--- config.mk ---
export PLATFORM = sky130hd
export DESIGN_NAME = shift_seq_ctrl
export DESIGN_NICKNAME = d
export VERILOG_FILES = /design/src/rtl/shift_seq_ctrl.sv
export SDC_FILE = /design/constraint.sdc
export NUM_CORES = 1
export LEC_CHECK = 0
export BUFFER_PORTS_ARGS = -buffer_cell sky130_fd_sc_hd__buf_2
export CORE_MARGIN = 4
export CORE_UTILIZATION = 51
export DETAILED_ROUTE_END_ITERATION = 16
export PLACE_DENSITY_LB_ADDON = 0.12
export SYNTH_ARGS = -nofsm -noshare
export SYNTH_HDL_FRONTEND = slang
export SYNTH_SLANG_ARGS = --single-unit
--- constraint.sdc ---
create_clock -name CLK -period 2 [get_ports CLK]
set_clock_uncertainty 0.15 [all_clocks]
set_input_delay 0.2 -clock CLK [delete_from_list [all_inputs] [get_ports CLK]]
set_output_delay 0.2 -clock CLK [all_outputs]
set_load 0.05 [all_outputs]
--- src/rtl/shift_seq_ctrl.sv ---
// shift_seq_ctrl: parallel-in, serial-out shift register with a valid/ready
// word intake, per-word bit length and direction, and a consumer stall input.
// Flow: IDLE accepts a word, SHIFT emits one bit per unstalled clock, and DONE
// pulses for one cycle before the block returns to IDLE.
module shift_seq_ctrl #(
    parameter int WIDTH = 8,
    parameter int LW    = $clog2(WIDTH) + 1
) (
    input  logic             CLK,
    input  logic             RST,
    input  logic             in_valid,
    output logic             in_ready,
    input  logic [WIDTH-1:0] in_data,
    input  logic [LW-1:0]    in_len,
    input  logic             in_msb_first,
    input  logic             pause,
    output logic             sout,
    output logic             sout_valid,
    output logic             sout_last,
    output logic             busy,
    output logic             done
);

    localparam logic [1:0] ST_IDLE  = 2'd0;
    localparam logic [1:0] ST_SHIFT = 2'd1;
    localparam logic [1:0] ST_DONE  = 2'd2;

    localparam logic [LW-1:0] WIDTH_L = LW'(WIDTH);

    logic [1:0]       state_q, state_d;
    logic [WIDTH-1:0] shreg_q, shreg_d;
    logic [LW-1:0]    cnt_q,   cnt_d;
    logic             dir_q,   dir_d;
    logic [LW-1:0]    len_clamped;

    // Requested lengths beyond the register width emit the whole word.
    assign len_clamped = (in_len > WIDTH_L) ? WIDTH_L : in_len;

    // Next-state and datapath decode for the three-state controller.
    always_comb begin
        // NOTE: every signal gets a default first so no path leaves one unassigned (no latch).
        state_d = state_q;
        shreg_d = shreg_q;
        cnt_d   = cnt_q;
        dir_d   = dir_q;
        case (state_q)
            ST_IDLE: begin
                if (in_valid) begin
                    shreg_d = in_data;
                    cnt_d   = len_clamped;
                    dir_d   = in_msb_first;
                    state_d = (len_clamped == '0) ? ST_DONE : ST_SHIFT;
                end
            end
            ST_SHIFT: begin
                if (!pause) begin
                    // Move every bit one place toward the output end, filling with 0.
                    shreg_d = dir_q ? {shreg_q[WIDTH-2:0], 1'b0}
                                    : {1'b0, shreg_q[WIDTH-1:1]};
                    if (cnt_q != '0) begin
                        cnt_d = cnt_q - 1'b1;
                    end
                    if (cnt_q <= LW'(1)) begin
                        state_d = ST_DONE;
                    end
                end
            end
            ST_DONE: begin
                state_d = ST_IDLE;
            end
            default: begin
                state_d = ST_IDLE;
            end
        endcase
    end

    // State and datapath registers; an asynchronous reset discards any word in flight.
    always_ff @(posedge CLK or posedge RST) begin
        if (RST) begin
            state_q <= ST_IDLE;
            shreg_q <= '0;
            cnt_q   <= '0;
            dir_q   <= 1'b0;
        end else begin
            // NOTE: non-blocking updates let every shreg stage load its neighbour's pre-edge value.
            state_q <= state_d;
            shreg_q <= shreg_d;
            cnt_q   <= cnt_d;
            dir_q   <= dir_d;
        end
    end

    // Handshake and status come from registered state only.
    assign in_ready = (state_q == ST_IDLE);
    assign busy     = (state_q != ST_IDLE);
    assign done     = (state_q == ST_DONE);

    // Serial output; valid and last follow pause combinationally.
    assign sout       = (state_q == ST_SHIFT) & (dir_q ? shreg_q[WIDTH-1] : shreg_q[0]);
    assign sout_valid = (state_q == ST_SHIFT) & ~pause;
    assign sout_last  = sout_valid & (cnt_q == LW'(1));

endmodule

# Word level (Yosys, flattened, before mapping)
# Cells that the tools add are included.
[word_totals] ff_bits=15 in_bits=17 output_inout_bits=6 wordCells=42
[op_classes] addsub=1 magnitude_cmp=2 reduce_logical=9 eq_ne=7 muxes=15 bitwise_logic=4
[op_table] operator="$mux 8" n=3
[op_table] operator="$mux 4" n=4
[op_table] operator="$pmux 8 s2" n=1
[op_table] operator="$mux 2" n=4
[op_table] operator="$ne 2x2->1 const B" n=4
[op_table] operator="$pmux 4 s2" n=1
[op_table] operator="$reduce_and 3->1" n=2
[op_table] operator="$eq 4x1->1 const B" n=1
[op_table] operator="$gt 4x4->1 const B" n=1
[op_table] operator="$le 4x1->1 const B" n=1
[op_table] operator="$logic_not 4->1" n=1
[op_table] operator="$pmux 2 s2" n=1
[op_table] operator="$reduce_and 4->1" n=1
[op_table] operator="$reduce_bool 2->1" n=2
[op_table] operator="$reduce_bool 4->1" n=1
[op_table] operator="$sub 4x1->4 const B" n=1
[op_table] operator="$and 1x1->1" n=3
[op_table] operator="$eq 2x1->1 const B" n=1
[op_table] operator="$eq 2x2->1 const B" n=1
[op_table] operator="$logic_not 2->1" n=1
[op_table] operator="$reduce_and 2->1" n=1
[op_table] operator="$mux 1" n=1
[op_table] operator="$not 1->1" n=1

# Longest topological paths before layout
# Gate-level depths: netlist of run 1.
[depth] depth_word=6 depth_mapped=6 ltp_nobuf=6

# Worst setup path before layout of run 1
# OpenSTA, ideal clock, no wires.
[synth_path] kind="reg-to-output" start="reg state_q[1]" end="out sout_last" t_required_ns=1.650 slack_ns=-0.289 n_path_buf=1 arrival_ns=1.939 stages_incl_launch_ff=5 cell_sequence="dfrtp_1 nand2b_1 buf_6 nor2_1 and3_1"
[synth_between] elab_chain_len=3
[synth_rtl] item="start: declaration" line_no="30" source="logic [1:0] state_q, state_d;"
[synth_rtl] item="start signal: assignment" line_no="86" source="state_q <= state_d;"
[synth_rtl] item="$eq 2x1->1" line_no="100" source="assign sout_valid = (state_q == ST_SHIFT) & ~pause;"
[synth_rtl] item="$and 1x1->1" line_no="100"
[synth_rtl] item="named net sout_valid" line_no="18" source="output logic sout_valid,"
[synth_rtl] item="$and 1x1->1" line_no="101" source="assign sout_last = sout_valid & (cnt_q == LW'(1));"
[synth_rtl] item="end: declaration" line_no="19" source="output logic sout_last,"
# The timed path passes the listed nets, and every way through them passes these cells.

# Worst setup path after layout of run 1
[layout_path] start="reg state_q[1]" end="out sout"
[layout_between] elab_chain_len=2
[layout_rtl] item="$eq 2x1->1" line_no="99" source="assign sout = (state_q == ST_SHIFT) & (dir_q ? shreg_q[WIDTH-1] : shreg_q[0]);"
[layout_rtl] item="$and 1x1->1" line_no="99"
[layout_rtl] item="end: declaration" line_no="17" source="output logic sout,"
# Every way passes these cells.

==> qor.json, run 1 <==
{
  "outcome": {"value": "finished, final reports clean"},
  "synth_cell_types": {"value": 27},
  "synth-seq-area-share": {"value": 0.395},
  "design.portCount": {"value": 23},
  "num_vias": {"value": 809},
  "timing.hold.worst.start": {"value": "in_data[6]"},
  "seq_power_share": {"value": 0.331},
  "syn-num-nets": {"value": 128},
  "cts.root.buffer_cell": {"value": "sky130_fd_sc_hd__clkbuf_4"},
  "final_instance_area": {"value": 1100, "unit": "µm²"},
  "worst-endpoint-required": {"value": 1.65, "unit": "ns"},
  "combinational_share_of_power": {"value": 0.574},
  "synth_adder_area_share": {"value": 0.0264},
  "hold_class": {"value": "in -> reg"},
  "maxSlewHeadroom": {"value": 0.611},
  "clockPowerShare": {"value": 0.094},
  "chipWidth": {"value": 51.2, "unit": "µm"},
  "number_of_slew_limit_violations_in_the_final_report": {"value": 0},
  "grt_setup_unrepaired": {"value": "false"},
  "grt_remaining_overflow": {"value": 0},
  "area.growth.synth_to_final": {"value": 15.7, "unit": "%"},
  "pwr_density": {"value": 1690, "unit": "nW/µm²"},
  "critPathLaunchType": {"value": "flop"},
  "gpl.final_weighted_congestion": {"value": 0.891},
  "cts_buffers": {"value": 3},
  "design.final.nets": {"value": 153},
  "die-area": {"value": 2620, "unit": "µm²"},
  "regToRegStartpoint": {"value": "cnt_q[0]$_DFFE_PP0P_"},
  "synth_simple_gate_area_frac": {"value": 0.202},
  "synth_top_family_by_area": {"value": "compound AO/OA/AOI/OAI gates"},
  "ctsResizeCount": {"value": 0},
  "critical-path-slowest-cell": {"value": "sky130_fd_sc_hd__dfrtp_1"},
  "drt-pass1-iter-count": {"value": 5},
  "max-cap-violations": {"value": 0},
  "grt_util_all_layers": {"value": 0.164},
  "min_period": {"value": 1.87, "unit": "ns"},
  "routed_wl": {"value": 1.87, "unit": "mm"},
  "worst-path-max-fanout": {"value": 25},
  "hold_buffers": {"value": 2},
  "grt_pass1_wl": {"value": 3.26, "unit": "mm"},
  "cts_sinks": {"value": 15},
  "number_of_antenna_violations_at_the_first_check_in_global_routing": {"value": 0},
  "irDropWorstVdd": {"value": 0.854, "unit": "mV"},
  "holdPathEnd": {"value": "shreg_q[6]$_DFFE_PP0P_"},
  "clockBufferDepth": {"value": 2},
  "max_freq": {"value": 534, "unit": "MHz"},
  "cts_tree": {"value": "yes"},
  "cp_cell_sequence": {"value": "nand2b_1, buf_4, nor2_1, buf_2"},
  "post_synth_xor_area_fraction": {"value": 0},
  "postRouteAntennaNets": {"value": 0},
  "n_fill_cell": {"value": 162},
  "top_delay_family_on_crit_path": {"value": "buffers and inverters"},
  "worst_skew_pair.late_latency": {"value": 0.28, "unit": "ns"},
  "holdPathStages": {"value": 3},
  "layout-drive-gt1-share": {"value": 0.256},
  "post_drt_wl_per_cell": {"value": 11.8, "unit": "µm"},
  "netlist_area": {"value": 950, "unit": "µm²"},
  "clkTransAtPathRegs": {"value": 0.09, "unit": "ns"},
  "crit_arrival": {"value": 1.52, "unit": "ns"},
  "cts_post_setup_buffers_inserted": {"value": 0},
  "timing.critical_path.slowest_cell_delay": {"value": 0.44, "unit": "ns"},
  "p_int": {"value": 0.000928, "unit": "W"},
  "setup_viol": {"value": 0},
  "largest_net_degree_at_the_start_of_global_routing": {"value": 26},
  "grt_pass1_vias": {"value": 722},
  "routed_via_density": {"value": 5.12},
  "die_h": {"value": 51.2, "unit": "µm"},
  "detailedPlace.worstSlack": {"value": 0.437, "unit": "ns"},
  "drc_errors": {"value": 0},
  "place.detailed.hpwl": {"value": 1.39, "unit": "mm"},
  "cts-htree-levels": {"value": 1},
  "worst-setup-path-type": {"value": "reg -> out"},
  "capture_point_of_the_worst_reg_to_reg_path": {"value": "cnt_q[0]$_DFFE_PP0P_"},
  "rr_worst_depth": {"value": 6},
  "power.switching": {"value": 0.000932, "unit": "W"},
  "synth_area_per_cell": {"value": 8.71, "unit": "µm²"},
  "core.rowCount": {"value": 15},
  "synth_compound_gate_area_share": {"value": 0.215},
  "synth-warning-count": {"value": 0},
  "antennaDiodeCount": {"value": 0},
  "drt-initial-drc-count": {"value": 14},
  "synth.area.mux_share": {"value": 0.0856},
  "ys_ff_latch": {"value": 15},
  "power.switching_fraction": {"value": 0.501},
  "number_of_port_buffers": {"value": 22},
  "fin_crit_sh": {"value": 0.937},
  "effective_utilization_at_floorplan": {"value": 0.544},
  "placeableCoreArea": {"value": 1750, "unit": "µm²"},
  "end_kind": {"value": "output port"},
  "timing_worst_slew_pin_value": {"value": 0.583, "unit": "ns"},
  "setup_slack": {"value": 0.126, "unit": "ns"},
  "cp.buffers_inverters": {"value": 2},
  "r2r_setup_slack": {"value": 0.44, "unit": "ns"},
  "placement.cell_area": {"value": 1050, "unit": "µm²"},
  "hold_viol_final": {"value": 0},
  "total_neg_setup_slack": {"value": 0, "unit": "ns"},
  "synth_cells": {"value": 109},
  "fin_worst_hold_slack": {"value": 0.0322, "unit": "ns"},
  "p_leak": {"value": 0.529, "unit": "nW"}
}
[stage by stage]
step,power [W],instances,utilization
global route,0.00205,158,0.629
detailed placement,0.00169,152,0.603
global placement,0.00167,152,0.603
CTS,0.00187,158,0.629
floorplan,0.00157,109,-
finish,0.00186,158,0.629
[cell usage after synthesis, drive strengths merged]
library cell  number  area share
a211oi             1      0.0079
dfrtp             15        0.40
and3               3       0.020
nor3b              2       0.016
buf                5       0.053
nand4bb            1       0.012
a22oi              1      0.0079
inv                6       0.024
o211ai             1       0.013
mux2               1       0.012
a21oi             11       0.058
nand2             11       0.043
nand2b             1      0.0066
ha                 2       0.026
nor2              15       0.059
nor4               1      0.0066
and2b              1       0.011
nor3               1      0.0053
nor2b              3       0.022
mux2i              7       0.074
a31oi              2       0.013
o21ai             17        0.10
o31ai              1       0.013
[sequential cells by signal, indices dropped and copies added (netlist names)]
signal,cells
dir_q,1
shreg_q,8
cnt_q,4
state_q,2
[final cells by class]
class	count	area (µm²)	area share
clock buffer	4	26.3	0.0239
inverter	6	22.5	0.0205
timing repair buffer	25	138	0.125
sequential	15	375	0.342
tap	25	31.3	0.0285
multi-input combinational	83	505	0.460
[kinds of logic (layout without fill, tap and decap cells)]
group                    after synthesis  count (layout)
buffers and inverters                 11              35
flip-flops                            15              15
AND/OR/NAND/NOR                       39              39
multiplexers                           8               8
adder cells (fa/ha/maj)                2               2
AO/OA/AOI/OAI                         34              34
[placed cells by master (no fill, tap or decap), types with 2 or more instances in the layout]
cell type,instances
sky130_fd_sc_hd__mux2i_1,7
sky130_fd_sc_hd__dfrtp_1,15
sky130_fd_sc_hd__nor3b_1,2
sky130_fd_sc_hd__and3_1,2
sky130_fd_sc_hd__ha_1,2
sky130_fd_sc_hd__o21ai_1,14
sky130_fd_sc_hd__inv_1,6
sky130_fd_sc_hd__nor2b_1,2
sky130_fd_sc_hd__o21ai_0,2
sky130_fd_sc_hd__nand2_1,11
sky130_fd_sc_hd__nor2_1,14
sky130_fd_sc_hd__buf_2,22
sky130_fd_sc_hd__a31oi_1,2
sky130_fd_sc_hd__a21oi_1,11
sky130_fd_sc_hd__clkbuf_4,3
sky130_fd_sc_hd__dlygate4sd3_1,2
[tightest hold or removal path, delay by kind of cell]
family                 cells  cell delay (ns)
buffers and inverters      1             0.07
AO/OA/AOI/OAI              2             0.15
[power groups by stage]
stage	clock [W]	combinational (W)	sequential, W
after global placement	0	0.00106	0.000614
final	0.000175	0.00107	0.000616
after detailed placement	0	0.00107	0.000622
after floorplan	0	0.00103	0.000544
after global routing	0.000195	0.00122	0.000640
after CTS	0.000180	0.00108	0.000615
[routing by layer]
layer / global-route usage / vias to the layer above / part of all wire
met4: 0.0538 / 0 / 0.0048
met5: 0 / - / 0
met2: 0.230 / 21 / 0.43
met3: 0.0350 / 2 / 0.047
met1: 0.246 / 362 / 0.52
li1: - / 424 / -
[worst max-delay path by stage]
stage	start	endpoint	slack [ns]	cells past startpoint
2_1_floorplan	state_q[0]$_DFFE_PP0P_	busy	0.02	2
3_3_place_gp	state_q[1]$_DFFE_PP0P_	sout	0.45	4
3_5_place_dp	state_q[1]$_DFFE_PP0P_	sout	0.44	4
4_1_cts	state_q[0]$_DFFE_PP0P_	sout	0.11	4
5_1_grt	state_q[0]$_DFFE_PP0P_	sout	0.01	4
6_report	state_q[1]$_DFFE_PP0P_	sout	0.13	4
Power figures use the tool's default switching activity.
==> inputs of run 2 (changes only) <==
--- a/config.mk
+++ b/config.mk
@@ -5,9 +5,10 @@
 export SDC_FILE = /design/constraint.sdc
 export NUM_CORES = 1
 export LEC_CHECK = 0
+export ABC_AREA = 1
 export BUFFER_PORTS_ARGS = -buffer_cell sky130_fd_sc_hd__buf_2
 export CORE_MARGIN = 4
-export CORE_UTILIZATION = 51
+export CORE_UTILIZATION = 52
 export DETAILED_ROUTE_END_ITERATION = 16
 export PLACE_DENSITY_LB_ADDON = 0.12
 export SYNTH_ARGS = -nofsm -noshare
==> qor.json, run 2 <==
{
  "fin_crit_sh": {"value": 0.916},
  "power.switching_fraction": {"value": 0.538},
  "postSynth.asyncResetShare": {"value": 1.00},
  "mostFrequentLayoutCells": {"value": "sky130_fd_sc_hd__nand2_1 (54), sky130_fd_sc_hd__inv_1 (25), sky130_fd_sc_hd__buf_2 (21), sky130_fd_sc_hd__dfrtp_1 (15), sky130_fd_sc_hd__o21ai_1 (12)"},
  "synth-edff-count": {"value": 0},
  "layout.cells.most_common": {"value": "sky130_fd_sc_hd__nand2_1"},
  "ys_top_cells_by_area": {"value": "sky130_fd_sc_hd__dfrtp_1 (38%), sky130_fd_sc_hd__nand2_1 (21%), sky130_fd_sc_hd__inv_1 (9.6%), sky130_fd_sc_hd__o21ai_1 (6.1%), sky130_fd_sc_hd__nand3_1 (5.6%)"},
  "setup_viol": {"value": 0},
  "worst_skew_pair.late_latency": {"value": 0.28, "unit": "ns"},
  "timing.hold.worst.start": {"value": "in_msb_first"},
  "layout-drive-gt1-share": {"value": 0.193},
  "place.detailed.hpwl": {"value": 1.74, "unit": "mm"},
  "synth.area.mux_share": {"value": 0},
  "synth_simple_gate_area_frac": {"value": 0.350},
  "p_leak": {"value": 0.672, "unit": "nW"},
  "pwr_density": {"value": 1690, "unit": "nW/µm²"},
  "effective_utilization_at_floorplan": {"value": 0.560},
  "startpoint": {"value": "state_q[0]$_DFFE_PP0P_"},
  "cts-htree-levels": {"value": 1},
  "synth-main-ff-cell": {"value": "sky130_fd_sc_hd__dfrtp_1"},
  "grt_setup_unrepaired": {"value": "false"},
  "postRouteAntennaNets": {"value": 0},
  "synth_compound_gate_area_share": {"value": 0.105},
  "drt-initial-drc-count": {"value": 16},
  "total_neg_setup_slack": {"value": 0, "unit": "ns"},
  "placed_cells": {"value": 191},
  "chipWidth": {"value": 51.4, "unit": "µm"},
  "maxSlewHeadroom": {"value": 0.609},
  "worst-path-max-fanout": {"value": 15},
  "number_of_antenna_violations_at_the_first_check_in_global_routing": {"value": 0},
  "syn-num-nets": {"value": 166},
  "regToRegStartpoint": {"value": "state_q[0]$_DFFE_PP0P_"},
  "timing_worst_slew_pin_value": {"value": 0.586, "unit": "ns"},
  "critPathLaunchType": {"value": "flop"},
  "max_freq": {"value": 546, "unit": "MHz"},
  "placeableCoreArea": {"value": 1750, "unit": "µm²"},
  "cts.root.buffer_cell": {"value": "sky130_fd_sc_hd__clkbuf_4"},
  "netlist_area": {"value": 977, "unit": "µm²"},
  "routed_wl": {"value": 2.24, "unit": "mm"},
  "n_fill_cell": {"value": 172},
  "num_vias": {"value": 989},
  "placement.cell_area": {"value": 1090, "unit": "µm²"},
  "synth-warning-count": {"value": 0},
  "hold_viol_final": {"value": 0},
  "hold_class": {"value": "in -> reg"},
  "post_drt_wl_per_cell": {"value": 11.4, "unit": "µm"},
  "grt_remaining_overflow": {"value": 0},
  "end_kind": {"value": "output port"},
  "largest_registers": {"value": "shreg_q: 8 flops, cnt_q: 4 flops, state_q: 2 flops"},
  "synth-seq-area-share": {"value": 0.384},
  "die-area": {"value": 2640, "unit": "µm²"},
  "final_cell_count_no_fill": {"value": 196},
  "final_instance_area": {"value": 1140, "unit": "µm²"},
  "synth_cells": {"value": 147},
  "die_h": {"value": 51.4, "unit": "µm"},
  "clockBufferDepth": {"value": 2},
  "synth_area_per_cell": {"value": 6.65, "unit": "µm²"},
  "crit_arrival": {"value": 1.48, "unit": "ns"},
  "cts_tree": {"value": "yes"},
  "drc_errors": {"value": 0},
  "cts_sinks": {"value": 15},
  "ys_ff_latch": {"value": 15},
  "design.final.nets": {"value": 191},
  "area.growth.synth_to_final": {"value": 16.6, "unit": "%"},
  "cts_buffers": {"value": 3},
  "yosys.cell_count.top_type": {"value": "sky130_fd_sc_hd__nand2_1"},
  "antennaDiodeCount": {"value": 0},
  "post_synth_xor_area_fraction": {"value": 0},
  "max-cap-violations": {"value": 0},
  "power.switching": {"value": 0.00104, "unit": "W"},
  "worst-endpoint-required": {"value": 1.65, "unit": "ns"},
  "largest_net_degree_at_the_start_of_global_routing": {"value": 18},
  "irDropWorstVdd": {"value": 1.14, "unit": "mV"},
  "largest_register": {"value": "shreg_q"},
  "largest_register_ffs": {"value": 8},
  "synth_cell_types": {"value": 18},
  "gpl.final_weighted_congestion": {"value": 0.873},
  "grt_util_all_layers": {"value": 0.194},
  "min_period": {"value": 1.83, "unit": "ns"},
  "synth_adder_area_share": {"value": 0.0256},
  "finish.utilization": {"value": 0.653},
  "cts_post_setup_buffers_inserted": {"value": 0},
  "seq_power_share": {"value": 0.292},
  "core.rowCount": {"value": 15},
  "number_of_slew_limit_violations_in_the_final_report": {"value": 0},
  "grt_pass1_vias": {"value": 907},
  "p_int": {"value": 0.000892, "unit": "W"},
  "yosys.area.top_type_share": {"value": 0.384},
  "synth_top_area_cell": {"value": "sky130_fd_sc_hd__dfrtp_1"},
  "worst-setup-path-type": {"value": "reg -> out"},
  "drt-pass1-iter-count": {"value": 5},
  "clockPowerShare": {"value": 0.094},
  "synth_common_cells": {"value": "sky130_fd_sc_hd__nand2_1 (54), sky130_fd_sc_hd__inv_1 (25), sky130_fd_sc_hd__dfrtp_1 (15)"},
  "number_of_port_buffers": {"value": 22},
  "combinational_share_of_power": {"value": 0.614},
  "outcome": {"value": "finished, final reports clean"},
  "design.portCount": {"value": 23},
  "grt_pass1_wl": {"value": 3.82, "unit": "mm"},
  "clkTransAtPathRegs": {"value": 0.10, "unit": "ns"},
  "synth_top_family_by_area": {"value": "simple AND/OR/NAND/NOR gates"},
  "routed_via_density": {"value": 5.05}
}
run 2: cell count changes in the layout (fill, tap and decap cells not counted), moves of 3 or more:
cell	previous run	this run
sky130_fd_sc_hd__nand2_1	11	54
sky130_fd_sc_hd__nor2_1	14	8
sky130_fd_sc_hd__nand3_1	0	11
sky130_fd_sc_hd__inv_1	6	25
sky130_fd_sc_hd__nand2_4	0	3
sky130_fd_sc_hd__a21oi_1	11	2
sky130_fd_sc_hd__mux2i_1	7	0
run 2: what timing repair did:
action                                  4_1_cts  5_1_grt
endpoints found under the hold margin        15        0
hold buffers                                  1        0
gates resized for setup                       0        4
endpoints found under the setup margin        0        1
run 2: power by group through the flow:
stage          clock, W  combinational (W)  sequential, W
6_report       0.000181            0.00119       0.000563
5_1_grt        0.000196            0.00135       0.000580
4_1_cts        0.000182            0.00116       0.000558
3_5_place_dp          0            0.00116       0.000565
3_3_place_gp          0            0.00112       0.000558
2_1_floorplan         0            0.00100       0.000519
run 2: layout make-up:
cell class | instances | area [µm²] | share of cell area
Sequential cell | 15 | 375 | 0.329
Multi-Input combinational cell | 101 | 474 | 0.416
Tap cell | 25 | 31.3 | 0.0274
Inverter | 28 | 110 | 0.0966
Clock buffer | 4 | 26.3 | 0.0231
Timing Repair Buffer | 23 | 123 | 0.108
run 2: kinds of logic after synthesis:
logic type | count (synthesis)
AOI/OAI and AO/OA | 19
buffers and inverters | 31
adders and majority gates | 2
DFF | 15
and+or+nand+nor | 80
run 2: path summary, 6_finish.rpt:
path	end	cells after the start	slack [ns]
min in group asynchronous	state_q[1]$_DFFE_PP0P_	3	0.36
max in group asynchronous	cnt_q[3]$_DFFE_PP0P_	3	0.96
hold / removal	dir_q$_DFFE_PP0P_	3	0.01
setup / recovery	sout	5	0.17
setup reg to reg	cnt_q[3]$_DFFE_PP0P_	7	0.51
hold reg to reg	cnt_q[1]$_DFFE_PP0P_	2	0.34
run 2: per-stage QoR:
stage	power [W]	setup slack, ns	hold WS [ns]
floorplan	0.00152	0.0400	-0.0485
global placement	0.00168	0.392	0.130
detailed placement	0.00172	0.325	0.143
CTS	0.00190	0.00257	0.0109
global route	0.00212	0.0405	0.0282
finish	0.00193	0.168	0.0122
run 2: worst max-delay path, stage by stage (launching register included):
cell and delay, ns:
sky130_fd_sc_hd__dfrtp_1 0.47, sky130_fd_sc_hd__nand2_4 0.15, sky130_fd_sc_hd__inv_6 0.14, sky130_fd_sc_hd__o21ai_1 0.08, sky130_fd_sc_hd__a21oi_1 0.12, sky130_fd_sc_hd__clkbuf_4 0.24
run 2: layer usage:
metal / routed length [µm] / share of wire / global-route usage
met1: 914 / 0.41 / 0.221
met2: 1180 / 0.53 / 0.361
met3: 114 / 0.051 / 0.0262
met4: 34 / 0.015 / 0.0786
met5: 0 / 0 / 0
==> inputs of run 3 (changes only) <==
--- a/config.mk
+++ b/config.mk
@@ -8,7 +8,7 @@
 export ABC_AREA = 1
 export BUFFER_PORTS_ARGS = -buffer_cell sky130_fd_sc_hd__buf_2
 export CORE_MARGIN = 4
-export CORE_UTILIZATION = 52
+export CORE_UTILIZATION = 47
 export DETAILED_ROUTE_END_ITERATION = 16
 export PLACE_DENSITY_LB_ADDON = 0.12
 export SYNTH_ARGS = -nofsm -noshare
==> qor.json, run 3 (synthesis gave the netlist of run 2 again) <==
{
  "p_leak": {"value": 0.671, "unit": "nW"},
  "effective_utilization_at_floorplan": {"value": 0.498},
  "largest_registers": {"value": "shreg_q: 8 flops, cnt_q: 4 flops, state_q: 2 flops"},
  "gpl.final_weighted_congestion": {"value": 0.798},
  "die-area": {"value": 2870, "unit": "µm²"},
  "crit_arrival": {"value": 1.48, "unit": "ns"},
  "chipWidth": {"value": 53.6, "unit": "µm"},
  "layout.cells.most_common": {"value": "sky130_fd_sc_hd__nand2_1"},
  "max_freq": {"value": 546, "unit": "MHz"},
  "pwr_density": {"value": 1670, "unit": "nW/µm²"},
  "cts_sinks": {"value": 15},
  "critPathLaunchType": {"value": "flop"},
  "power.switching": {"value": 0.00101, "unit": "W"},
  "post_drt_wl_per_cell": {"value": 10.3, "unit": "µm"},
  "max-cap-violations": {"value": 0},
  "num_vias": {"value": 959},
  "placeableCoreArea": {"value": 1960, "unit": "µm²"},
  "irDropWorstVdd": {"value": 0.986, "unit": "mV"},
  "number_of_port_buffers": {"value": 22},
  "area.growth.synth_to_final": {"value": 16.8, "unit": "%"},
  "drc_errors": {"value": 0},
  "largest_register_ffs": {"value": 8},
  "design.portCount": {"value": 23},
  "total_neg_setup_slack": {"value": 0, "unit": "ns"},
  "largest_net_degree_at_the_start_of_global_routing": {"value": 18},
  "combinational_share_of_power": {"value": 0.611},
  "final_cell_count_no_fill": {"value": 198},
  "timing_worst_slew_pin_value": {"value": 0.575, "unit": "ns"},
  "worst-endpoint-required": {"value": 1.65, "unit": "ns"},
  "power": {"value": 0.00190, "unit": "W"},
  "grt_setup_unrepaired": {"value": "false"},
  "min_period": {"value": 1.83, "unit": "ns"},
  "clockBufferDepth": {"value": 2},
  "area_of_the_multi_input_gates": {"value": 474, "unit": "µm²"},
  "detail_route.wirelength.met1": {"value": 997, "unit": "µm"},
  "cts_buffers": {"value": 3},
  "cts_tree": {"value": "yes"},
  "number_of_slew_limit_violations_in_the_final_report": {"value": 0},
  "layout-drive-gt1-share": {"value": 0.199},
  "largest_register": {"value": "shreg_q"},
  "routed_wl": {"value": 2.03, "unit": "mm"},
  "number_of_antenna_violations_at_the_first_check_in_global_routing": {"value": 0},
  "outcome": {"value": "finished, final reports clean"},
  "core.rowCount": {"value": 16},
  "setup_viol": {"value": 0},
  "p_int": {"value": 0.000894, "unit": "W"},
  "hold_class": {"value": "in -> reg"},
  "sequential_cell_area": {"value": 377, "unit": "µm²"},
  "met3_wirelength": {"value": 107, "unit": "µm"},
  "routed_via_density": {"value": 4.84},
  "mostFrequentLayoutCells": {"value": "sky130_fd_sc_hd__nand2_1 (54), sky130_fd_sc_hd__inv_1 (25), sky130_fd_sc_hd__buf_2 (21), sky130_fd_sc_hd__dfrtp_1 (14), sky130_fd_sc_hd__o21ai_1 (12)"},
  "seq_power_share": {"value": 0.295},
  "place.detailed.hpwl": {"value": 1.56, "unit": "mm"},
  "n_fill_cell": {"value": 202},
  "grt_pass1_wl": {"value": 3.51, "unit": "mm"},
  "die_h": {"value": 53.6, "unit": "µm"},
  "antennaDiodeCount": {"value": 0},
  "drt-initial-drc-count": {"value": 16},
  "power.switching_fraction": {"value": 0.530},
  "hold_viol_final": {"value": 0},
  "drt-pass1-iter-count": {"value": 4},
  "design.final.nets": {"value": 191},
  "cts.root.buffer_cell": {"value": "sky130_fd_sc_hd__clkbuf_4"},
  "worst_skew_pair.late_latency": {"value": 0.29, "unit": "ns"},
  "placed_cells": {"value": 193},
  "grt_pass1_vias": {"value": 814},
  "fin_crit_sh": {"value": 0.915},
  "grt_remaining_overflow": {"value": 0},
  "worst-setup-path-type": {"value": "reg -> out"},
  "clkTransAtPathRegs": {"value": 0.09, "unit": "ns"},
  "dr_wl_met2": {"value": 914, "unit": "µm"},
  "cts_post_setup_buffers_inserted": {"value": 0},
  "grt_util_all_layers": {"value": 0.170},
  "postRouteAntennaNets": {"value": 0},
  "clockPowerShare": {"value": 0.093},
  "highest_layer": {"value": "met4"},
  "cts-htree-levels": {"value": 1},
  "maxSlewHeadroom": {"value": 0.616},
  "end_kind": {"value": "output port"},
  "worst-path-max-fanout": {"value": 15}
}
[run 3: cell types whose count changed in the layout (fill, tap and decap cells not counted)]
cell / before / now
sky130_fd_sc_hd__dfrtp_1: 15 / 14
sky130_fd_sc_hd__dfrtp_2: 0 / 1
sky130_fd_sc_hd__inv_4: 0 / 1
sky130_fd_sc_hd__inv_6: 1 / 0
[run 3: worst max-delay path, stage by stage, from the launching register on]
cell and delay (ns):
sky130_fd_sc_hd__dfrtp_1 0.41, sky130_fd_sc_hd__inv_2 0.09, sky130_fd_sc_hd__nand2_4 0.10, sky130_fd_sc_hd__inv_4 0.15, sky130_fd_sc_hd__o21ai_1 0.08, sky130_fd_sc_hd__a21oi_1 0.12, sky130_fd_sc_hd__clkbuf_4 0.24
[run 3: worst paths after layout]
path                                        start                      to  slack [ns]  depth (start not counted)
min                                  in_msb_first       dir_q$_DFFE_PP0P_        0.01                          3
max in group asynchronous                     RST  state_q[0]$_DFFE_PP0P_        0.94                          3
max reg2reg                state_q[0]$_DFFE_PP0P_    cnt_q[3]$_DFFE_PP0P_        0.53                          7
max                        state_q[1]$_DFFE_PP0P_                    sout        0.17                          6
min in group asynchronous                     RST  shreg_q[0]$_DFFE_PP0P_        0.35                          3
min reg2reg                  cnt_q[1]$_DFFE_PP0P_    cnt_q[1]$_DFFE_PP0P_        0.35                          2
[run 3: final cells by class]
cell class                      count  share of cell area
Tap cell                           27              0.0296
Inverter                           28              0.0943
Sequential cell                    15               0.330
Timing Repair Buffer               23               0.107
Clock buffer                        4              0.0230
Multi-Input combinational cell    101               0.416
[run 3: power groups by stage]
stage	Combinational, W	Sequential (W)	Clock [W]
after CTS	0.00115	0.000557	0.000183
after detailed placement	0.00115	0.000563	0
after floorplan	0.00100	0.000519	0
after global routing	0.00134	0.000588	0.000199
final	0.00116	0.000561	0.000178
after global placement	0.00113	0.000558	0
[run 3: repair_timing]
| action | 4_1_cts | 5_1_grt |
|---|---|---|
| hold endpoints to repair | 15 | 0 |
| hold buffers | 1 | 0 |
| resized for setup | 0 | 4 |
| setup endpoints to repair | 0 | 1 |
[run 3: through the flow]
step	hold slack (ns)	util	area, µm²	setup slack [ns]
global placement	0.142	0.557	1090	0.357
global route	0.0353	0.582	1140	0.0271
finish	0.0143	0.582	1140	0.170
floorplan	-0.0485	-	977	0.0400
detailed placement	0.146	0.557	1090	0.325
CTS	0.0132	0.576	1130	0.00747
[run 3: metal layers]
layer / track usage / vias to the layer above
met1: 0.237 / 421
met5: 0 / -
met4: 0.0638 / 0
met3: 0.0332 / 2
met2: 0.261 / 27
li1: - / 509
